<file path="config.mk">
export PLATFORM = sky130hd
export DESIGN_NAME = mem_access_stage
export DESIGN_NICKNAME = d
export VERILOG_FILES = /design/src/rtl/mem_access_stage.sv
export SDC_FILE = /design/constraint.sdc
export NUM_CORES = 1
export LEC_CHECK = 0
export ABC_AREA = 0
export BUFFER_PORTS_ARGS = -buffer_cell sky130_fd_sc_hd__buf_4
export CORE_ASPECT_RATIO = 0.9
export CORE_MARGIN = 10
export CORE_UTILIZATION = 50
export DETAILED_ROUTE_END_ITERATION = 6
export PLACE_DENSITY = 0.85
export SYNTH_ARGS = -nofsm -noshare
export SYNTH_HDL_FRONTEND = slang
export SYNTH_SLANG_ARGS = --single-unit
</file>
<file path="constraint.sdc">
create_clock -name clk -period 4.1 [get_ports clk]
set_clock_uncertainty 0.05 [all_clocks]
set_input_delay 0.205 -clock clk [delete_from_list [all_inputs] [get_ports clk]]
set_output_delay 0.205 -clock clk [all_outputs]
set_load 0.02 [all_outputs]
</file>
<file path="src/rtl/mem_access_stage.sv">
// Memory-access stage: latches executed instructions, runs loads/stores over the
// valid/addr_ok/data_ok data bus, and registers results into the writeback slot.
module mem_access_stage (
    input  logic        clk,
    input  logic        resetn,
    input  logic        M_valid,
    input  logic [5:0]  M_icode,
    input  logic [4:0]  M_dst,
    input  logic [31:0] M_val3,
    input  logic [31:0] M_valt,
    output logic        m_busy,
    output logic        m_load_pending,
    output logic [4:0]  m_dst,
    output logic [31:0] m_val3,
    output logic        dreq_valid,
    output logic [31:0] dreq_addr,
    output logic [2:0]  dreq_size,
    output logic [3:0]  dreq_strobe,
    output logic [31:0] dreq_data,
    input  logic        dresp_addr_ok,
    input  logic        dresp_data_ok,
    input  logic [31:0] dresp_data,
    output logic        w_valid,
    output logic [4:0]  w_dst,
    output logic [31:0] w_val3
);

    localparam logic [5:0] OP_LB  = 6'h20;
    localparam logic [5:0] OP_LH  = 6'h21;
    localparam logic [5:0] OP_LW  = 6'h23;
    localparam logic [5:0] OP_LBU = 6'h24;
    localparam logic [5:0] OP_LHU = 6'h25;
    localparam logic [5:0] OP_SB  = 6'h28;
    localparam logic [5:0] OP_SH  = 6'h29;
    localparam logic [5:0] OP_SW  = 6'h2B;

    typedef enum logic [1:0] {IDLE, REQ, RESP} state_t;

    function automatic logic op_is_load(input logic [5:0] op);
        return (op == OP_LB) || (op == OP_LH) || (op == OP_LW) ||
               (op == OP_LBU) || (op == OP_LHU);
    endfunction

    function automatic logic op_is_store(input logic [5:0] op);
        return (op == OP_SB) || (op == OP_SH) || (op == OP_SW);
    endfunction

    state_t      state_q, state_d;
    logic        valid_q, valid_d;
    logic [5:0]  icode_q, icode_d;
    logic [4:0]  dst_q, dst_d;
    logic [31:0] val3_q, val3_d;
    logic [31:0] valt_q, valt_d;
    logic        w_valid_q, w_valid_d;
    logic [4:0]  w_dst_q, w_dst_d;
    logic [31:0] w_val3_q, w_val3_d;

    logic        is_load, is_store, busy, complete, accept, new_mem;
    logic [31:0] shift_b, shift_h, load_data;

    always_comb begin
        is_load  = valid_q && op_is_load(icode_q);
        is_store = valid_q && op_is_store(icode_q);
        busy     = (state_q != IDLE);
        complete = ((state_q == REQ) && dresp_addr_ok && dresp_data_ok) ||
                   ((state_q == RESP) && dresp_data_ok);
        // The next instruction is taken on the completion edge so back-to-back
        // memory ops re-enter REQ without an idle gap.
        accept   = !busy || complete;
        new_mem  = M_valid && (op_is_load(M_icode) || op_is_store(M_icode));

        shift_b = dresp_data >> {val3_q[1:0], 3'b000};
        shift_h = dresp_data >> {val3_q[1], 4'b0000};
        case (icode_q)
            OP_LB:   load_data = {{24{shift_b[7]}}, shift_b[7:0]};
            OP_LBU:  load_data = {24'h0, shift_b[7:0]};
            OP_LH:   load_data = {{16{shift_h[15]}}, shift_h[15:0]};
            OP_LHU:  load_data = {16'h0, shift_h[15:0]};
            default: load_data = dresp_data;
        endcase

        valid_d = valid_q;
        icode_d = icode_q;
        dst_d   = dst_q;
        val3_d  = val3_q;
        valt_d  = valt_q;
        if (accept) begin
            valid_d = M_valid;
            icode_d = M_valid ? M_icode : 6'h0;
            dst_d   = M_valid ? M_dst : 5'h0;
            val3_d  = M_val3;
            valt_d  = M_valt;
        end

        state_d = state_q;
        case (state_q)
            IDLE:    if (new_mem) state_d = REQ;
            REQ:     if (complete) state_d = new_mem ? REQ : IDLE;
                     else if (dresp_addr_ok) state_d = RESP;
            RESP:    if (complete) state_d = new_mem ? REQ : IDLE;
            default: state_d = IDLE;
        endcase

        w_valid_d = 1'b0;
        w_dst_d   = 5'h0;
        w_val3_d  = 32'h0;
        if (!busy) begin
            // A memory op seen in IDLE has already written back on completion.
            if (!is_load && !is_store) begin
                w_valid_d = valid_q;
                w_dst_d   = dst_q;
                w_val3_d  = val3_q;
            end
        end else if (complete) begin
            w_valid_d = 1'b1;
            w_dst_d   = is_load ? dst_q : 5'h0;
            w_val3_d  = is_load ? load_data : val3_q;
        end
    end

    always_ff @(posedge clk) begin
        if (!resetn) begin
            state_q   <= IDLE;
            valid_q   <= 1'b0;
            icode_q   <= 6'h0;
            dst_q     <= 5'h0;
            val3_q    <= 32'h0;
            valt_q    <= 32'h0;
            w_valid_q <= 1'b0;
            w_dst_q   <= 5'h0;
            w_val3_q  <= 32'h0;
        end else begin
            state_q   <= state_d;
            valid_q   <= valid_d;
            icode_q   <= icode_d;
            dst_q     <= dst_d;
            val3_q    <= val3_d;
            valt_q    <= valt_d;
            w_valid_q <= w_valid_d;
            w_dst_q   <= w_dst_d;
            w_val3_q  <= w_val3_d;
        end
    end

    always_comb begin
        m_busy         = busy;
        m_load_pending = is_load && busy;
        m_dst          = is_store ? 5'h0 : dst_q;
        m_val3         = val3_q;
        dreq_valid     = (state_q == REQ);
        dreq_addr      = val3_q;
        w_valid        = w_valid_q;
        w_dst          = w_dst_q;
        w_val3         = w_val3_q;

        dreq_size   = 3'd0;
        dreq_strobe = 4'h0;
        dreq_data   = 32'h0;
        case (icode_q)
            OP_LB, OP_LBU: dreq_size = 3'd0;
            OP_LH, OP_LHU: dreq_size = 3'd1;
            OP_LW:         dreq_size = 3'd2;
            OP_SB: begin
                dreq_size   = 3'd0;
                dreq_strobe = 4'b0001 << val3_q[1:0];
                dreq_data   = {4{valt_q[7:0]}};
            end
            OP_SH: begin
                dreq_size   = 3'd1;
                dreq_strobe = val3_q[1] ? 4'b1100 : 4'b0011;
                dreq_data   = {2{valt_q[15:0]}};
            end
            OP_SW: begin
                dreq_size   = 3'd2;
                dreq_strobe = 4'hF;
                dreq_data   = valt_q;
            end
            default: ;
        endcase
    end

endmodule

</file>
==> impl_metrics.yaml, run 1 <==
floorplanning:
  die_y_um: 119.2
  ios: 261
  start_util: 0.5078
  core_um2: 10770
  die_area_um2: 15520
  rows: 36
  die_x_um: 130.2
placed_design:
  placed_area_um2: 7144
  io_buffers: 259
  hpwlAfterDp_um: 14730
  gp_congestion: 0.9211
worst_setup_path:
  cpMaxStageDelayCell: "nor4b_4"
  start_kind: "register"
  crit_required_ps: 4300
  endpoint_kind: "register"
  crit_path_max_fanout: 20
  worstPathCellList: "nor4b_4 -> o21ai_1 -> o2111ai_2 -> o2bb2ai_1"
  crit_type: "register to register"
  arrival_ps: 2950
  slowest_delay_ps: 930
global_route:
  grt_pass1_vias: 5888
  antenna_found_initial: 0
  grt_max_degree: 80
  grt_pass1_wl_um: 32120
  grt_use_total: 0.2592
  grt.overflow.total: 0
synth:
  synth_cell_type_count: 50
  syn_nets: 810
  synth_seq_cells: 116
  synth-simple-area-share: 0.2353
  yosysTopAreaCell: "dfxtp_1"
  synth_top_family_by_area: "simple AND/OR/NAND/NOR gates"
  synth_area_leaders: "dfxtp_1, nand2_1, a21oi_1"
  postSynthCellCount: 698
  synth_most_common_cell: "nand2_1"
  synth_edf_count: 0
  synthMuxAreaShare: 0.03662
  synthXorXnorAreaFrac: 0
  synth.avg_cell_area_um2: 7.832
  synth_commonest_cells: "nand2_1, dfxtp_1, a21oi_1, nor2_1, buf_4"
  syn_area_um2: 5466
  synth_compound_area_frac: 0.2074
  yosysWarningCount: 0
  ys_seq_area_frac: 0.4248
  ys.flop_type: "dfxtp_1"
  yosysTopAreaCellShare: 0.4248
  synth-adder-area-share: 0
  asyncSetResetFlopFracSynth: 0
routing:
  antenna_left: 0
  firstDrtPassIters: 6
  num_vias: 5982
  drt_iter0_markers: 596
  drt_drc_violations_left: 0
  routed_wl_um: 21020
  vias_per_cell: 5.488
  wl_per_cell_um: 19.28
sta:
  min_period_ps: 2744
  setup_tns_ps: 0
  worst_slew_pin_slew_ps: 983.3
  finalSetupViolCount: 0
  finalMaxSlewViolations: 0
  period_share: 0.6693
  finalHoldViolCount: 0
  fmax_mhz: 364.4
  slew_headroom: 0.3420
  rsz0062_at_grt: "false"
pwr:
  vdd_drop_max_uv: 237.8
  p_comb_frac: 0.142
  p_int_mw: 2.515
  switchingPower_mw: 0.8364
  pwr-share-seq: 0.371
  swShare: 0.2495
  power.density_nw_per_um2: 406.1
  p_leak_nw: 3.774
  p_clk_frac: 0.487
cells_and_area:
  nets: 1056
  drive_gt1_frac: 0.3396
  area_growth_pct: 51.00
  final_cell_area_um2: 8254
  nFillCells: 788
  antenna_cells: 0
clocking:
  cts_buffers: 17
  holdBufCountCts: 46
  clock_latency_ps: 400
  htreeDepth: 4
  cts_buffer_depth: 2
  cts_tree: "built"
  post_cts_buffers: 0
  cts.clk_slew.worst_paths_ps: 60
  cts.repair.resized: 0
  cts-root-buf: "clkbuf_16"
  cts_sinks: 116
min_path:
  holdCritPathClass: "primary input to register"
outcome:
  status: "finished, final reports clean"
flow_run:
  maxCapViolCount: 0
[power groups by stage]
stage	Combinational, mW	Sequential (mW)	Clock, mW
2_1_floorplan	0.212	1.28	0
3_3_place_gp	0.425	1.26	0
4_1_cts	0.470	1.24	1.64
6_report	0.476	1.24	1.63
3_5_place_dp	0.431	1.26	0
5_1_grt	0.510	1.25	1.70
[flip-flops by register name, summed over array words and instances (netlist names)]
signal,flops
w_valid,1
icode_q,6
valid_q,1
w_val3,32
dst_q,5
dreq_addr,32
valt_q,32
state_q,2
w_dst,5
[worst paths after layout]
check | startpoint | to | slack, ps | cells past startpoint
setup / recovery | icode_q[1]$_SDFFE_PN0P_ | w_val3[27]$_SDFF_PN0_ | 1360 | 4
hold reg to reg | dst_q[3]$_SDFFE_PN0P_ | w_dst[3]$_SDFF_PN0_ | 390 | 2
hold / removal | M_valt[29] | valt_q[29]$_SDFFE_PN0P_ | 9 | 3
setup reg to reg | icode_q[1]$_SDFFE_PN0P_ | w_val3[27]$_SDFF_PN0_ | 1360 | 4
[critical path: cells and delay by family (launching register included)]
kind               cells  cell delay (ps)
AOI/OAI and AO/OA      3             1080
DFF                    1              520
and+or+nand+nor        1              930
[stage by stage]
stage | hold slack (ps) | instances | worst slack, ps | util | power, mW
global placement | 380.6 | 1012 | 1532 | 0.6636 | 1.688
CTS | 0.09737 | 1090 | 1413 | 0.7667 | 3.354
finish | 9.243 | 1090 | 1356 | 0.7667 | 3.352
floorplan | 234.3 | 698 | 2288 | - | 1.496
global route | 4.852 | 1090 | 1131 | 0.7667 | 3.460
detailed placement | 388.3 | 1012 | 1426 | 0.6636 | 1.696
[layout by cell type (no fill, tap or decap), types with 16 or more instances in the layout]
master,Yosys,final
a21oi_1,100,100
o2bb2ai_1,16,16
nor2_1,45,45
mux2_2,16,16
nand2_1,193,193
nand3_1,18,18
dfxtp_1,116,116
buf_4,35,266
clkbuf_16,0,17
dlygate4sd3_1,0,46
[area by class of cell]
class	instances	area (µm²)	share of cell area
Timing Repair Buffer	312	2457	0.2977
Inverter	6	22.52	0.002729
Tap cell	133	166.4	0.02016
Clock inverter	13	206.4	0.02501
Multi-Input combinational cell	491	2636	0.3194
Clock buffer	19	442.9	0.05366
Sequential cell	116	2322	0.2813
[cell families (layout without fill, tap and decap cells)]
logic type	count (synthesis)	in the layout
buffers and inverters	91	350
multiplexers	18	18
other	1	1
AND/OR/NAND/NOR	298	298
flip-flops	116	116
AO/OA/AOI/OAI	174	174
[metal layers]
| layer | vias to the layer above | GRT usage | wire [µm] |
|---|---|---|---|
| li1 | 2834 | - | - |
| met5 | - | 0 | 0 |
| met4 | 0 | 0.1166 | 835 |
| met1 | 2775 | 0.3017 | 8078 |
| met3 | 55 | 0.07716 | 1966 |
| met2 | 318 | 0.4284 | 10140 |
(Power assumes the default switching activity.)
==> run 2, diff against run 1 <==
--- a/config.mk
+++ b/config.mk
@@ -9,9 +9,9 @@
 export BUFFER_PORTS_ARGS = -buffer_cell sky130_fd_sc_hd__buf_4
 export CORE_ASPECT_RATIO = 0.9
 export CORE_MARGIN = 10
-export CORE_UTILIZATION = 50
+export CORE_UTILIZATION = 42
 export DETAILED_ROUTE_END_ITERATION = 6
-export PLACE_DENSITY = 0.85
+export PLACE_DENSITY = 0.77
 export SYNTH_ARGS = -nofsm -noshare
 export SYNTH_HDL_FRONTEND = slang
 export SYNTH_SLANG_ARGS = --single-unit
==> constraint.sdc (replaced) <==
create_clock -name clk -period 2.5 [get_ports clk]
set_clock_uncertainty 0.05 [all_clocks]
set_input_delay 0.125 -clock clk [delete_from_list [all_inputs] [get_ports clk]]
set_output_delay 0.125 -clock clk [all_outputs]
set_load 0.02 [all_outputs]
==> run 2 against run 1 <==
Die area rose by 16%. Register-to-register slack got worse by 860 ps. Design area rose by 6.7%. Sequential share of layout area fell by 1.8 points. Power rose by 59%. Clock power rose by 49%. Via count rose by 2.7%. Sequential power rose by 64%. Wire length rose by 4.4%. Critical path type is now register to output pin.
==> impl_metrics.yaml, run 2 (same netlist as run 1, synthesis figures left out) <==
clocking:
  cts.clk_slew.worst_paths_ps: 50
  post_cts_buffers: 0
  htreeDepth: 4
  cts_buffers: 17
  cts-root-buf: "clkbuf_16"
  cts_sinks: 116
  cts_tree: "built"
  cts.repair.resized: 0
  cts_buffer_depth: 2
  holdBufCountCts: 95
  clock_latency_ps: 410
pwr:
  p_leak_nw: 4.004
  p_total_mw: 5.321
  vdd_drop_max_uv: 476.0
  power.density_nw_per_um2: 604.5
global_route:
  grt_use_total: 0.2304
  grt.overflow.total: 0
  grt_pass1_vias: 6122
  grt_max_degree: 80
  antenna_found_initial: 1
  grt_pass1_wl_um: 33580
floorplanning:
  die_x_um: 140.3
  die_area_um2: 17980
  rows: 39
  ios: 261
  core_um2: 12740
  start_util: 0.4292
  die_y_um: 128.2
sta:
  finalMaxSlewViolations: 0
  fmax_mhz: 428.5
  finalHoldViolCount: 0
  setup_tns_ps: 0
  finalSetupViolCount: 0
  rsz0062_at_grt: "false"
  slew_headroom: 0.4161
  period_share: 0.9335
  min_period_ps: 2334
  worst_slew_pin_slew_ps: 875.8
worst_setup_path:
  endpoint_kind: "output pin"
  crit_type: "register to output pin"
  crit_required_ps: 2330
  r2r_start: "icode_q[4]$_SDFFE_PN0P_"
  r2r_slack_ps: 500
  crit_path_max_fanout: 28
  rr_worst_depth: 5
  start_kind: "register"
  arrival_ps: 2160
  r2r-end: "w_dst[4]$_SDFF_PN0_"
routing:
  routed_wl_um: 21950
  drt_iter0_markers: 435
  vias_per_cell: 5.216
  antenna_left: 0
  firstDrtPassIters: 7
  drt_drc_violations_left: 0
  num_vias: 6145
  wl_per_cell_um: 18.63
min_path:
  worstHoldEndpoint: "state_q[0]$_SDFFE_PN0P_"
  holdCritPathClass: "primary input to register"
  worstHoldStart: "dresp_addr_ok"
  holdPathStages: 4
cells_and_area:
  final_cell_mix: "buf_4, nand2_1, dfxtp_1"
  mostFrequentLayoutCell: "buf_4"
  nets: 1113
  area_growth_pct: 61.04
  drive_gt1_frac: 0.3268
placed_design:
  gp_congestion: 0.8939
  hpwlAfterDp_um: 14890
  io_buffers: 259
flow_run:
  maxCapViolCount: 0
outcome:
  status: "finished, final reports clean"
[run 2: worst max path at each step]
stage,startpoint,end,slack [ps],depth (start not counted)
after detailed placement,icode_q[4]$_SDFFE_PN0P_,w_dst[3]$_SDFF_PN0_,580,5
after CTS,icode_q[4]$_SDFFE_PN0P_,dreq_data[2],190,5
after global routing,icode_q[3]$_SDFFE_PN0P_,dreq_data[7],10,5
final,icode_q[4]$_SDFFE_PN0P_,dreq_data[7],170,5
after floorplan,dreq_addr[0]$_SDFFE_PN0P_,w_val3[1]$_SDFF_PN0_,690,5
after global placement,icode_q[1]$_SDFFE_PN0P_,w_val3[0]$_SDFF_PN0_,600,5
[run 2: area by class of cell]
type / count / area, µm²
antenna: 1 / 2.502
clock buffer: 20 / 446.7
clock inverter: 11 / 135.1
fill: 1018 / 3933
inverter: 6 / 22.52
multi-input combinational: 491 / 2636
sequential: 116 / 2322
tap: 164 / 205.2
timing repair buffer: 369 / 3033
[run 2: power by group]
part           internal (mW)  leakage (nW)  switching, mW
combinational          0.442          2.76          0.419
sequential              1.95         0.960         0.0835
clock                   1.57         0.285          0.857
[run 2: metrics by stage]
step / setup WS, ps / utilization / instances / hold WS, ps / instance area, µm²
6_report: 166.2 / 0.6912 / 1178 / 11.68 / 8803
2_1_floorplan: 692.3 / - / 698 / 154.3 / 5466
4_1_cts: 193.9 / 0.6910 / 1177 / 4.678 / 8801
3_5_place_dp: 576.5 / 0.5707 / 1051 / 312.4 / 7268
3_3_place_gp: 602.2 / 0.5707 / 1051 / 309.1 / 7268
5_1_grt: 11.68 / 0.6912 / 1178 / 25.32 / 8803
[run 2: worst max-delay path: stages (launching register included)]
cell	delay [ps]
dfxtp_1	370
nand4bb_1	280
buf_4	280
nor2_1	470
and2_1	210
buf_4	150
[run 2: layer usage]
layer,vias to the layer above,track usage,part of all wire
met5,-,0,0
met4,0,0.1001,0.035
met3,63,0.07481,0.079
met2,275,0.3795,0.48
met1,2867,0.2691,0.40
li1,2940,-,-
==> run 3, diff against run 2 <==
--- a/config.mk
+++ b/config.mk
@@ -7,7 +7,6 @@
 export LEC_CHECK = 0
 export ABC_AREA = 0
 export BUFFER_PORTS_ARGS = -buffer_cell sky130_fd_sc_hd__buf_4
-export CORE_ASPECT_RATIO = 0.9
 export CORE_MARGIN = 10
 export CORE_UTILIZATION = 42
 export DETAILED_ROUTE_END_ITERATION = 6
==> run 3 against run 2 <==
Wire length up 5.7%. Maximum frequency rose by 0.60%. Cell count up 1.6%. Core utilization is 1.2 points higher. Die area about the same. Non-clock buffer count grew 10. Worst setup slack gained 14 ps. Combinational power rose by 2%. Register-to-register slack got worse by 110 ps. Power up 0.46%. Design area up 1.3%. Critical path depth unchanged. Critical path type unchanged.
==> impl_metrics.yaml, run 3 (same netlist as run 1, synthesis figures left out) <==
clocking:
  post_cts_buffers: 0
  cts_sinks: 116
  cts_buffer_depth: 2
  cts_buffers: 17
  cts-root-buf: "clkbuf_16"
  cts.clk_slew.worst_paths_ps: 50
  cts_tree: "built"
  clock_latency_ps: 410
  htreeDepth: 4
sta:
  fin_hold_ws_ps: 33.82
  rsz0062_at_grt: "false"
  setup_tns_ps: 0
  finalSetupViolCount: 0
  finalMaxSlewViolations: 0
  slew_headroom: 0.5253
  fmax_mhz: 431.0
  finalHoldViolCount: 0
  min_period_ps: 2320
  period_share: 0.9280
  worst_slew_pin_slew_ps: 709.5
cells_and_area:
  final_cell_mix: "buf_4, nand2_1, dfxtp_1"
  multi_input_area_um2: 2636
  final_cell_area_um2: 8916
  nets: 1123
  area_growth_pct: 63.10
  drive_gt1_frac: 0.3278
  nFillCells: 937
  regArea_um2: 2322
  utilization: 0.7037
  mostFrequentLayoutCell: "buf_4"
pwr:
  vdd_drop_max_uv: 361.3
  power.density_nw_per_um2: 599.6
  p_total_mw: 5.346
  p_leak_nw: 4.035
placed_design:
  io_buffers: 259
  gp_congestion: 0.8746
  placed_area_um2: 7308
  hpwlAfterDp_um: 15380
routing:
  firstDrtPassIters: 5
  antenna_left: 0
  vias_per_cell: 5.258
  drt_drc_violations_left: 0
  drt_iter0_markers: 503
  num_vias: 6294
  routed_wl_um: 23200
  wl_per_cell_um: 19.38
floorplanning:
  die_x_um: 134.1
  start_util: 0.4314
  die_y_um: 134.1
  rows: 41
  die_area_um2: 17980
  ios: 261
  core_um2: 12670
worst_setup_path:
  crit_type: "register to output pin"
  crit_required_ps: 2330
  cpMaxStageDelayCell: "nor2_1"
  endpoint_kind: "output pin"
  cp_top_family: "simple AND/OR/NAND/NOR gates"
  r2r_start: "icode_q[2]$_SDFFE_PN0P_"
  arrival_ps: 2140
  start_kind: "register"
  worstPathCellList: "nand4bb_1 -> buf_4 -> nor2_1 -> and2_1 -> buf_4"
  cpMostUsedCell: "buf_4"
  slowest_delay_ps: 560
  crit_path_max_fanout: 10
  critPathBufInv: 2
  critPathLaunch: "icode_q[2]$_SDFFE_PN0P_"
global_route:
  grt_pass1_wl_um: 34990
  grt.overflow.total: 0
  grt_use_total: 0.2461
  grt_max_degree: 77
  antenna_found_initial: 3
  grt_pass1_vias: 6313
min_path:
  holdCritPathClass: "primary input to register"
  worstHoldStart: "dresp_addr_ok"
flow_run:
  maxCapViolCount: 0
outcome:
  status: "finished, final reports clean"
run 3: worst reg2reg max path: cells and delay by family (launching register included):
family | cells | cell delay [ps]
and+or+nand+nor | 2 | 670
buffers and inverters | 2 | 480
AOI/OAI and AO/OA | 2 | 420
DFF | 1 | 360
run 3: layout make-up:
class	count	area share
Inverter	6	0.002526
Multi-Input combinational cell	491	0.2957
Clock buffer	20	0.05122
Sequential cell	116	0.2605
Clock inverter	10	0.01488
Tap cell	172	0.02414
Antenna cell	3	0.0008420
Timing Repair Buffer	379	0.3503
run 3: routing by layer:
layer / share of wire / vias to the layer above / track usage
li1: - / 2970 / -
met2: 0.49 / 344 / 0.4199
met5: 0 / - / 0
met4: 0.036 / 0 / 0.1167
met3: 0.098 / 64 / 0.09447
met1: 0.37 / 2916 / 0.2624
run 3: repair_timing:
action,CTS,global route
gates resized for setup,0,0
hold buffers,101,0
endpoints found under the hold margin,98,0
run 3: path summary, 6_finish.rpt:
kind	end	slack, ps	cells after the start
worst min-delay path	state_q[1]$_SDFFE_PN0P_	30	3
worst min register to register	valt_q[27]$_SDFFE_PN0P_	400	2
worst max register to register	w_val3[10]$_SDFF_PN0_	390	6
worst max-delay path	dreq_data[6]	180	5
run 3: power breakdown:
group / total, mW / internal (mW) / switching, mW
sequential: 2.04 / 1.95 / 0.0889
combinational: 0.880 / 0.452 / 0.427
clock: 2.43 / 1.60 / 0.834
total: 5.35 / 4.00 / 1.35
run 3: stage by stage:
| step | setup WS [ps] | std cells |
|---|---|---|
| floorplan | 692.3 | 698 |
| global placement | 521.8 | 1063 |
| detailed placement | 458.6 | 1063 |
| CTS | 176.7 | 1194 |
| global route | 22.17 | 1197 |
| finish | 180.0 | 1197 |
